`src/rtl/bcd_display_conv_if.sv`:
```
// Handshake and result bundle between a value source and the BCD/7-seg converter.
interface bcd_display_conv_if #(
  parameter int unsigned WIDTH  = 7,
  parameter int unsigned DIGITS = 2
);
  logic                  start;
  logic [WIDTH-1:0]      val;
  logic                  busy;
  logic                  done;
  logic [4*DIGITS-1:0]   bcd;
  logic [7*DIGITS-1:0]   seg;
  logic                  neg;
  logic                  overflow;

  modport master (output start, val,
                  input  busy, done, bcd, seg, neg, overflow);
  modport slave  (input  start, val,
                  output busy, done, bcd, seg, neg, overflow);
endinterface

```
`src/rtl/bcd_display_conv.sv`:
```
// Sequential binary-to-BCD converter (shift-add-3, one bit per clock) driving
// DIGITS active-low seven-segment displays with blanking and saturation.
module bcd_display_conv #(
  parameter int unsigned WIDTH  = 7,
  parameter int unsigned DIGITS = 2,
  parameter int unsigned SIGNED = 0,
  parameter int unsigned LZB    = 1
) (
  input  logic clk,
  input  logic rst_n,
  bcd_display_conv_if.slave bus
);
  localparam int unsigned BW = 4 * DIGITS;
  localparam int unsigned SW = 7 * DIGITS;
  localparam int unsigned CW = (WIDTH > 1) ? $clog2(WIDTH) : 1;

  typedef enum logic [1:0] {IDLE, SHIFT, FINISH} state_t;

  state_t          state, state_next;
  logic [WIDTH-1:0] shreg, shreg_shifted, mag;
  logic [BW-1:0]   scratch, scratch_shifted, adj;
  logic [CW-1:0]   cnt;
  logic            ovf, ovf_final, carry, neg_pend, is_neg, accept;
  logic [BW-1:0]   bcd_final, bcd_q;
  logic [SW-1:0]   seg_final, seg_q;
  logic            neg_q, ovf_q, lead;
  logic [3:0]      dg;
  int unsigned     idx;

  function automatic logic [6:0] seg_code(input logic [3:0] d);
    case (d)
      4'd0:    seg_code = 7'h40;
      4'd1:    seg_code = 7'h79;
      4'd2:    seg_code = 7'h24;
      4'd3:    seg_code = 7'h30;
      4'd4:    seg_code = 7'h19;
      4'd5:    seg_code = 7'h12;
      4'd6:    seg_code = 7'h02;
      4'd7:    seg_code = 7'h78;
      4'd8:    seg_code = 7'h00;
      4'd9:    seg_code = 7'h10;
      default: seg_code = 7'h7F;
    endcase
  endfunction

  // Negating in WIDTH bits still yields the right unsigned magnitude for the most-negative input.
  always_comb begin
    is_neg = (SIGNED != 0) && bus.val[WIDTH-1];
    mag    = is_neg ? (~bus.val + 1'b1) : bus.val;
  end

  always_comb begin
    state_next = state;
    accept     = 1'b0;
    unique case (state)
      IDLE: if (bus.start) begin
        accept     = 1'b1;
        state_next = SHIFT;
      end
      SHIFT: if (cnt == '0) state_next = FINISH;
      FINISH: if (bus.start) begin
        accept     = 1'b1;
        state_next = SHIFT;
      end else begin
        state_next = IDLE;
      end
      default: state_next = IDLE;
    endcase
  end

  always_comb begin
    adj = '0;
    for (int unsigned i = 0; i < DIGITS; i++) begin
      adj[4*i +: 4] = (scratch[4*i +: 4] >= 4'd5) ? scratch[4*i +: 4] + 4'd3
                                                  : scratch[4*i +: 4];
    end
    {carry, scratch_shifted, shreg_shifted} = {adj, shreg, 1'b0};
    ovf_final = ovf | carry;
  end

  // Walk digits from the top so blanking stops at the first non-zero digit.
  always_comb begin
    bcd_final = '0;
    seg_final = '1;
    lead      = 1'b1;
    dg        = '0;
    idx       = 0;
    for (int unsigned k = 0; k < DIGITS; k++) begin
      idx = DIGITS - 1 - k;
      dg  = ovf_final ? 4'h9 : scratch_shifted[4*idx +: 4];
      bcd_final[4*idx +: 4] = dg;
      if (dg != 4'd0 || idx == 0) lead = 1'b0;
      seg_final[7*idx +: 7] = (LZB != 0 && lead) ? 7'h7F : seg_code(dg);
    end
  end

  always_ff @(posedge clk or negedge rst_n) begin
    if (!rst_n) begin
      state    <= IDLE;
      shreg    <= '0;
      scratch  <= '0;
      cnt      <= '0;
      ovf      <= 1'b0;
      neg_pend <= 1'b0;
      bcd_q    <= '0;
      seg_q    <= '1;
      neg_q    <= 1'b0;
      ovf_q    <= 1'b0;
    end else begin
      state <= state_next;
      if (accept) begin
        shreg    <= mag;
        scratch  <= '0;
        cnt      <= CW'(WIDTH - 1);
        ovf      <= 1'b0;
        neg_pend <= is_neg;
      end else if (state == SHIFT) begin
        shreg   <= shreg_shifted;
        scratch <= scratch_shifted;
        cnt     <= cnt - 1'b1;
        ovf     <= ovf_final;
        if (cnt == '0) begin
          bcd_q <= bcd_final;
          seg_q <= seg_final;
          neg_q <= neg_pend;
          ovf_q <= ovf_final;
        end
      end
    end
  end

  assign bus.busy     = (state == SHIFT);
  assign bus.done     = (state == FINISH);
  assign bus.bcd      = bcd_q;
  assign bus.seg      = seg_q;
  assign bus.neg      = neg_q;
  assign bus.overflow = ovf_q;
endmodule

```
`src/flat_wrapper.sv`:
```
// flat-port wrapper written by rule: the top's interface ports become plain ports
module bcd_display_conv_flat 
#(
  parameter int unsigned WIDTH  = 7,
  parameter int unsigned DIGITS = 2,
  parameter int unsigned SIGNED = 0,
  parameter int unsigned LZB    = 1
)
  (clk, rst_n, bus_start, bus_val, bus_busy, bus_done, bus_bcd, bus_seg, bus_neg, bus_overflow);
  bcd_display_conv_if #(.WIDTH(WIDTH), .DIGITS(DIGITS)) bus_i ();
  input  logic clk;
  input  logic rst_n;
  input wire logic [$bits(bus_i.start)-1:0] bus_start;
  input wire logic [$bits(bus_i.val)-1:0] bus_val;
  output wire logic [$bits(bus_i.busy)-1:0] bus_busy;
  output wire logic [$bits(bus_i.done)-1:0] bus_done;
  output wire logic [$bits(bus_i.bcd)-1:0] bus_bcd;
  output wire logic [$bits(bus_i.seg)-1:0] bus_seg;
  output wire logic [$bits(bus_i.neg)-1:0] bus_neg;
  output wire logic [$bits(bus_i.overflow)-1:0] bus_overflow;
  assign bus_i.start = bus_start;
  assign bus_i.val = bus_val;
  assign bus_busy = bus_i.busy;
  assign bus_done = bus_i.done;
  assign bus_bcd = bus_i.bcd;
  assign bus_seg = bus_i.seg;
  assign bus_neg = bus_i.neg;
  assign bus_overflow = bus_i.overflow;
  bcd_display_conv #(.WIDTH(WIDTH), .DIGITS(DIGITS), .SIGNED(SIGNED), .LZB(LZB)) u_core (.clk(clk), .rst_n(rst_n), .bus(bus_i));
endmodule
```
`config.mk`:
```
export PLATFORM = sky130hd
export DESIGN_NAME = bcd_display_conv_flat
export DESIGN_NICKNAME = d
export VERILOG_FILES = /design/src/rtl/bcd_display_conv_if.sv /design/src/rtl/bcd_display_conv.sv /design/src/flat_wrapper.sv
export SDC_FILE = /design/constraint.sdc
export NUM_CORES = 1
export LEC_CHECK = 0
export ABC_AREA = 1
export CELL_PAD_IN_SITES_DETAIL_PLACEMENT = 1
export CELL_PAD_IN_SITES_GLOBAL_PLACEMENT = 1
export CORE_UTILIZATION = 35
export DETAILED_ROUTE_END_ITERATION = 6
export PLACE_DENSITY = 0.67
export SLEW_MARGIN = 20
export SYNTH_ARGS = -nofsm -noshare
export SYNTH_HDL_FRONTEND = slang
export SYNTH_SLANG_ARGS = --single-unit
```
`constraint.sdc`:
```
create_clock -name clk -period 2.55 [get_ports clk]
set_input_delay 0.6375 -clock clk [delete_from_list [all_inputs] [get_ports clk]]
set_output_delay 0.6375 -clock clk [all_outputs]
set_load 0.005 [all_outputs]
```
# Yosys cells after proc, flatten, opt, wreduce, memory -nomap -nowiden
# Memories as Yosys holds them, arrays and structs flattened. A register that Yosys moved wholly into a read port is not among the register bits.
# Cells that the tools add are included.
# op_classes
bitwise,2
n_mux,19
add_sub_neg,3
n_eq_ne,4
reduce_logical,8
order_cmp,2
# ops
operator,n
$mux W7,3
$mux W4,4
$mux W8,2
$add A4 B2 Y4 const B,2
$ge A4 B3 Y1 const B,2
$mux W3,2
$pmux W2 S3,1
$mux W1,5
$mux W2,2
$reduce_bool A4 Y1,1
$logic_not A3 Y1,1
$reduce_and A3 Y1,1
$sub A3 B1 Y3 const B,1
$eq A2 B1 Y1 const B,1
$eq A2 B2 Y1 const B,1
$logic_not A2 Y1,1
$ne A2 B1 Y1 const B,1
$ne A2 B2 Y1 const B,1
$reduce_and A2 Y1,1
$reduce_bool A2 Y1,1
$reduce_or A2 Y1,1
$logic_not A1 Y1,1
$not A1 Y1,1
$or A1 B1 Y1,1
# word_totals
inputBits,10
mem_bits_ro,224
out_inout_bits,26
wordCells,48
mem_count,2
reg_bits,44
# memory_table
memory,words,width,read_ports,rd_clocked_by_memory_dff,wr,line_no,source
(no name shown),16,7,1,0,0,bcd_display_conv.sv:31,case (d)
(no name shown),16,7,1,1,0,bcd_display_conv.sv:31,

# Logic depth before layout (Yosys ltp)
# Gate-level depths: netlist of run 1.
# logic_depth
ltp_word,6
mapped_depth,16
ltp_nobuf,16

# Least setup slack after synthesis of run 1
# No wires, ideal clock.
# synth_path
kind,reg-to-reg
startpoint,register u_core.scratch[4]
endpoint,"register u_core.seg_q[12], in the netlist u_core.bus.seg[12]"
path_stages_with_launch,16
slack_ns,0.603
arrival_ns,1.870
setup_ns,0.077
cell_sequence,dfrtp_1 -> inv_2 -> ha_1 -> inv_1 -> o21ai_2 -> nor2_2 -> nor2_8 -> buf_6 -> nand2_1 -> inv_1 -> ha_1 -> nand3b_1 -> nand3_1 -> nand2_1 -> inv_1 -> nand2_1
# synth_between
elab_chain_cells,6
# synth_rtl
element,line_no,source
start: declaration,bcd_display_conv.sv:21,"logic [BW-1:0] scratch, scratch_shifted, adj;"
start signal: assignment,bcd_display_conv.sv:119,scratch <= scratch_shifted;
$add A4 B2 Y4 or $ge A4 B3 Y1 (tied branches),bcd_display_conv.sv:74,adj[4*i +: 4] = (scratch[4*i +: 4] >= 4'd5) ? scratch[4*i +: 4] + 4'd3
$mux W4 (*),bcd_display_conv.sv:74,
$or A1 B1 Y1,bcd_display_conv.sv:78,ovf_final = ovf | carry;
$mux W4 (*),bcd_display_conv.sv:90,dg = ovf_final ? 4'h9 : scratch_shifted[4*idx +: 4];
named net u_core.bcd_final[5],bcd_display_conv.sv:24,"logic [BW-1:0] bcd_final, bcd_q;"
$mem_v2 Z16 W7 or $reduce_bool A4 Y1 (tied branches),-,
$mux W7 (*),bcd_display_conv.sv:93,seg_final[7*idx +: 7] = (LZB != 0 && lead) ? 7'h7F : seg_code(dg);
end signal: assignment,bcd_display_conv.sv:124,seg_q <= seg_final;
end: declaration,bcd_display_conv.sv:25,"logic [SW-1:0] seg_final, seg_q;"
# The timed path passes the listed nets; every way through them passes the cells marked *.
# A chain may end at the register's enable or synchronous reset.

# Worst setup path after layout of run 1
# layout_path
startpoint,register u_core.scratch[1]
endpoint,"register u_core.seg_q[3], in the netlist u_core.bus.seg[3]"
# layout_between
elab_chain_cells,3
# layout_rtl
element,line_no
$add A4 B2 Y4 or $ge A4 B3 Y1 (tied branches),bcd_display_conv.sv:74
$mux W4 (*),bcd_display_conv.sv:74
$mux W4 (*),bcd_display_conv.sv:90
# Mark *: on every way between the ends. The rest lies on a longest branch, timed or not.

==> reports/metrics.cfg, run 1 <==
[run]
cap_violations = 0

[sta]
relSlewSlack = 0.584
fmax_mhz = 451
finalClockSkew_ns = 0.00275
setup_tns_ns = 0
rsz0062_at_grt = no
setup_ws_ns = 0.331
final-hold-violation-count = 0
setup_viol_count_final = 0
min_period_ns = 2.22
period_share = 0.870
worst_pin_slew_ns = 0.623
slew_viol_final = 0

[clocking]
cts_setup_buffers = 0
cts-root-buf = clkbuf_8
cts_max_path_buffers = 2
worstSkewPairLatency_ns = 0.30
clk_pin_slew_ns = 0.08
cts_tree = built
cts_made_buffers = 5
hold_buffers = 0
clock_sinks = 44
cts-htree-levels = 2

[placed_design]
pre_cts_slack_ns = 0.261
place_area_um2 = 2900
dpl.hpwl_um = 4210
port_buffers = 34
place_inst = 422
routabilityCongestion = 0.776

[grt]
grt_pass1_wl_um = 10100
grt_overflow_total = 0
grt_pass1_vias = 2128
antenna_found_initial = 0
grt_usage = 0.177
grt_max_degree = 24

[floorplan]
die_y_um = 85.7
die-area_um2 = 7350
fp-row-count = 30
start_util = 0.361
die_w_um = 85.7
io_pins = 36
core_region_area_um2 = 6790

[synth]
synth_top_area_cell = dfrtp_1
synth-seq-cells = 44
synthCells = 295
ys_warn_count = 0
synth_most_common_cell = nand2_1
synth_top_area_frac = 0.306
synth_enable_flop_cells = 0
ys.flop_type = dfrtp_1
syn_area_um2 = 2450
synth_area_leaders = dfrtp_1 31%, dfstp_2 15%, nand2_1 12%
synth.avg_cell_area_um2 = 8.32
netlist_top_cells_count = 76 x nand2_1, 43 x inv_1, 30 x dfrtp_1
synthesis.nets = 321
async_flop_share = 1.00
synth.yosys.seq_area_share = 0.456
synth_cell_type_count = 31

[route]
routedWlPerCell_um = 13.3
viasPerCell = 4.69
dr.pass1.iters = 6
drt-initial-drc-count = 45
vias = 2017
drc_errors = 0
finalWirelength_um = 5710
postRouteAntennaNets = 0

[final_layout]
fillers = 835
drive_gt1_frac = 0.162
areaGrowthSynthToFinish_pct = 22.5
instances_no_fill = 430
n_antenna_cell = 0
nets = 359
fin_area_um2 = 3010

[outcome]
status = finished clean

[setup_path]
cp-end-kind = register
max_stage_delay_ns = 0.41
crit_slowest_cell = dfrtp_1
r2r-start = u_core.scratch[1]
crit_type = register to register
r2r-end = u_core.bus.seg[3]
cp.arrival_ns = 2.46
path_cells = inv_1 > ha_1 > inv_1 > nand2_1 > nand3_1 > xor2_1 > nand2_2 > ha_1 > inv_1 > nand3_1 > nand2_1 > nand2_1 > a21boi_2
crit_buf_inv = 3
reg2reg_depth = 13
worstPathMaxFanout = 6
cp_data_required_time_ns = 2.79
rrSetupSlack_ns = 0.33
critical_path.top_delay_family = simple AND/OR/NAND/NOR gates
crit_path_start_kind = register

[power_and_ir_drop]
power.density_nw_per_um2 = 1400
power_leakage_nw = 1.48
irDropWorstVdd_uv = 428

[worst_hold_path]
hp-class = input port to async pin

==> timing repair <==
action                     CTS  global route
setup endpoints to repair    0             5
resized for setup            0             2
hold endpoints to repair     0             0
==> worst max path at each step <==
stage	start	endpoint	slack, ns	cells after the start
6_report	u_core.scratch[1]	u_core.bus.seg[3]	0.33	13
5_1_grt	u_core.scratch[5]	u_core.bus.seg[12]	0.05	15
4_1_cts	u_core.scratch[1]	u_core.bus.seg[12]	0.22	15
2_1_floorplan	u_core.scratch[4]	u_core.bus.seg[12]	0.60	15
3_5_place_dp	u_core.scratch[5]	u_core.bus.seg[12]	0.26	15
3_3_place_gp	u_core.scratch[0]	u_core.bus.seg[12]	0.32	15
==> flip-flops by register name, indices dropped and copies added, names as in the netlist <==
register and count:
u_core.cnt 3, u_core.shreg 7, u_core.state 2, u_core.ovf 1, u_core.scratch 8, u_core.bus.seg 14, u_core.bus.bcd 8, u_core.bus.overflow 1
==> cell type report <==
| type | count | area [um^2] | area share |
|---|---|---|---|
| multi-input combinational | 198 | 1130 | 0.375 |
| sequential | 44 | 1120 | 0.372 |
| timing repair buffer | 39 | 373 | 0.124 |
| inverter | 45 | 169 | 0.0562 |
| tap | 96 | 120 | 0.0400 |
| clock buffer | 8 | 100 | 0.0333 |
==> cell families (layout without fill, tap and decap cells) <==
family          Yosys count  after routing  synth area share
simple gates            139            139             0.260
buf+inv                  53             92            0.0872
flops                    44             44             0.456
compound gates           41             41             0.111
fa+ha+maj                16             16            0.0816
other cells               1              1           0.00153
xor+xnor                  1              1           0.00357
==> per-stage QoR <==
stage	hold WS (ns)	utilization	total power [mW]
detailed placement	0.474	0.427	3.76
floorplan	0.342	-	2.91
finish	0.257	0.443	4.21
CTS	0.269	0.442	4.28
global route	0.280	0.443	4.68
global placement	0.466	0.427	3.70
==> cell usage in the layout (no fill, tap or decap), drive strengths merged <==
cell / count
clkdlybuf4s50: 33
conb: 1
nand2: 85
nand4: 5
a22oi: 2
dfrtp: 30
ha: 16
o21ai: 21
clkbuf: 8
a21boi: 5
o221ai: 6
nand3b: 2
xor2: 1
buf: 6
o22ai: 5
dfstp: 14
inv: 45
or2: 7
nand3: 21
and2: 1
o21a: 1
a211oi: 1
nor2: 18
==> metal layers <==
| layer | vias up | track usage | part of all wire |
|---|---|---|---|
| met4 | 0 | 0.0803 | 0.021 |
| met3 | 8 | 0.0308 | 0.026 |
| met2 | 23 | 0.295 | 0.49 |
| met1 | 973 | 0.225 | 0.46 |
| li1 | 1013 | - | - |
| met5 | - | 0 | 0 |
==> power by group <==
group          leakage, nW  total [mW]  switching, mW  internal (mW)
Combinational        0.915        2.46           1.46           1.00
Sequential           0.518        1.26          0.168           1.10
Clock               0.0515       0.482          0.235          0.247
Power figures use the tool's default switching activity.
==> inputs of run 2 (changes only) <==
--- a/config.mk
+++ b/config.mk
@@ -8,6 +8,7 @@
 export ABC_AREA = 1
 export CELL_PAD_IN_SITES_DETAIL_PLACEMENT = 1
 export CELL_PAD_IN_SITES_GLOBAL_PLACEMENT = 1
+export CORE_ASPECT_RATIO = 0.8
 export CORE_UTILIZATION = 35
 export DETAILED_ROUTE_END_ITERATION = 6
 export PLACE_DENSITY = 0.67
==> constraint.sdc (replaced) <==
create_clock -name clk -period 2.55 [get_ports clk]
set_input_delay 0.6375 -clock clk [delete_from_list [all_inputs] [get_ports clk]]
set_output_delay 0.6375 -clock clk [all_outputs]
set_load 0.02 [all_outputs]
==> run 2 against run 1 <==
Effect of this change:
- routed wire length increased by 1.1%
- maximum frequency fell by 2.9%
- core utilization rose by 1.0 points
- hold slack improved by 0.15 ns
- final cell count down 2.6%
==> reports/metrics.cfg, run 2 (same netlist as run 1, synthesis figures left out) <==
[final_layout]
layout_commonest_cell = nand2_1
fillers = 824
layout_common_cells = 76 x nand2_1, 43 x inv_1, 33 x clkdlybuf4s50_1
instances_no_fill = 419
nets = 360
utilization = 0.453
n_antenna_cell = 0
drive_gt1_frac = 0.155
areaGrowthSynthToFinish_pct = 21.3
largest_reg_flops = 14

[power_and_ir_drop]
p_seq_frac = 0.286
p_comb_frac = 0.616
power_leakage_nw = 1.48
irDropWorstVdd_uv = 532
p_int_mw = 2.32
p_switching_mw = 2.09
power.density_nw_per_um2 = 1480
sw_frac_of_total = 0.474
p_clk_frac = 0.098

[clocking]
clock_sinks = 44
worstSkewPairLatency_ns = 0.30
cts_resized = 0
cts_made_buffers = 5
cts_max_path_buffers = 2
clk_pin_slew_ns = 0.09
cts-htree-levels = 2
cts-root-buf = clkbuf_8
hold_buffers = 0
cts_setup_buffers = 0
cts_tree = built

[floorplan]
core_region_area_um2 = 6570
io_pins = 36
die_w_um = 95.6
fp-row-count = 26
die_y_um = 76.9
start_util = 0.373
die-area_um2 = 7350

[sta]
finalClockSkew_ns = 0.0126
worst_pin_slew_ns = 0.608
rsz0062_at_grt = no
final-hold-violation-count = 0
period_share = 0.897
slew_viol_final = 0
fmax_mhz = 437
min_period_ns = 2.29
relSlewSlack = 0.594
timing.hold.ws_ns = 0.405
setup_viol_count_final = 0
setup_tns_ns = 0

[placed_design]
dpl.hpwl_um = 4220
port_buffers = 34
routabilityCongestion = 0.789
place_inst = 411

[grt]
grt_overflow_total = 0
grt_max_degree = 45
grt_pass1_vias = 2148
grt_usage = 0.179
antenna_found_initial = 0
grt_pass1_wl_um = 10100

[route]
routedWlPerCell_um = 13.8
routed.top_layer = met4
wl_met2_um = 2650
postRouteAntennaNets = 0
dr.pass1.iters = 4
met1_length_um = 2920
finalWirelength_um = 5770
viasPerCell = 4.80
drt-initial-drc-count = 64
vias = 2010
routed-wl-met3_um = 136
drc_errors = 0

[setup_path]
cp-end-kind = register
cp-startpoint = u_core.scratch[5]
path_cells = inv_1 > ha_1 > inv_1 > nand2_1 > nand2_1 > nand4_1 > nand2_1 > nor2_1 > ha_1 > inv_1 > nand3_1 > nand2_1 > nand2_1 > a21boi_2
cp_common_cell = nand2_1
crit_slowest_cell = dfrtp_1
crit_type = register to register
crit_path_start_kind = register
cp.arrival_ns = 2.52
critical_path.top_delay_family = simple AND/OR/NAND/NOR gates
r2r-start = u_core.scratch[5]
cp_data_required_time_ns = 2.78
worstPathMaxFanout = 6
crit_buf_inv = 3
max_stage_delay_ns = 0.39

[worst_hold_path]
hp-class = input port to async pin

[run]
cap_violations = 0

[outcome]
status = finished clean

[run 2: cell count changes in the layout (fill, tap and decap cells not counted)]
| cell | previous run | this run |
|---|---|---|
| nor2_1 | 13 | 15 |
| nor2_2 | 3 | 1 |
| clkbuf_8 | 7 | 5 |
| clkbuf_1 | 1 | 2 |
| buf_4 | 5 | 6 |
| clkinv_2 | 0 | 1 |
[run 2: power groups by stage]
stage / registers [mW] / clock network [mW] / logic [mW]
floorplan: 1.46 / 0 / 1.66
global placement: 1.27 / 0 / 2.70
detailed placement: 1.28 / 0 / 2.74
CTS: 1.27 / 0.458 / 2.76
global route: 1.30 / 0.480 / 3.10
finish: 1.26 / 0.434 / 2.71
[run 2: area by class of cell]
class / count / area [um^2] / area share
flip-flops and latches: 44 / 1120 / 0.376
clock buffers: 7 / 76.3 / 0.0257
clock inverters: 1 / 5.00 / 0.00168
multi-input cells: 198 / 1120 / 0.377
repair buffers: 40 / 380 / 0.128
inverters: 45 / 169 / 0.0568
well taps: 84 / 105 / 0.0353
[run 2: stage by stage]
stage | instance area [um^2] | setup WS (ns) | power (mW)
2_1_floorplan | 2450 | 0.603 | 3.12
3_3_place_gp | 2890 | 0.274 | 3.97
3_5_place_dp | 2890 | 0.313 | 4.02
4_1_cts | 2980 | 0.262 | 4.48
5_1_grt | 2980 | 0.0391 | 4.88
6_report | 2980 | 0.264 | 4.41
[run 2: worst paths after layout]
path	to	slack (ns)	depth (start not counted)
max in group asynchronous	u_core.ovf	1.75	2
worst max register to register	u_core.bus.seg[3]	0.26	14
worst max-delay path	u_core.bus.seg[3]	0.26	14
worst min register to register	u_core.bus.bcd[2]	0.49	2
worst min-delay path	u_core.cnt[0]	0.40	2
min in group clk	u_core.bus.bcd[2]	0.49	2
[run 2: metal layers]
layer	track usage	vias to the layer above
li1	-	1018
met1	0.238	967
met2	0.288	18
met3	0.0397	7
met4	0.0522	0
met5	0	-
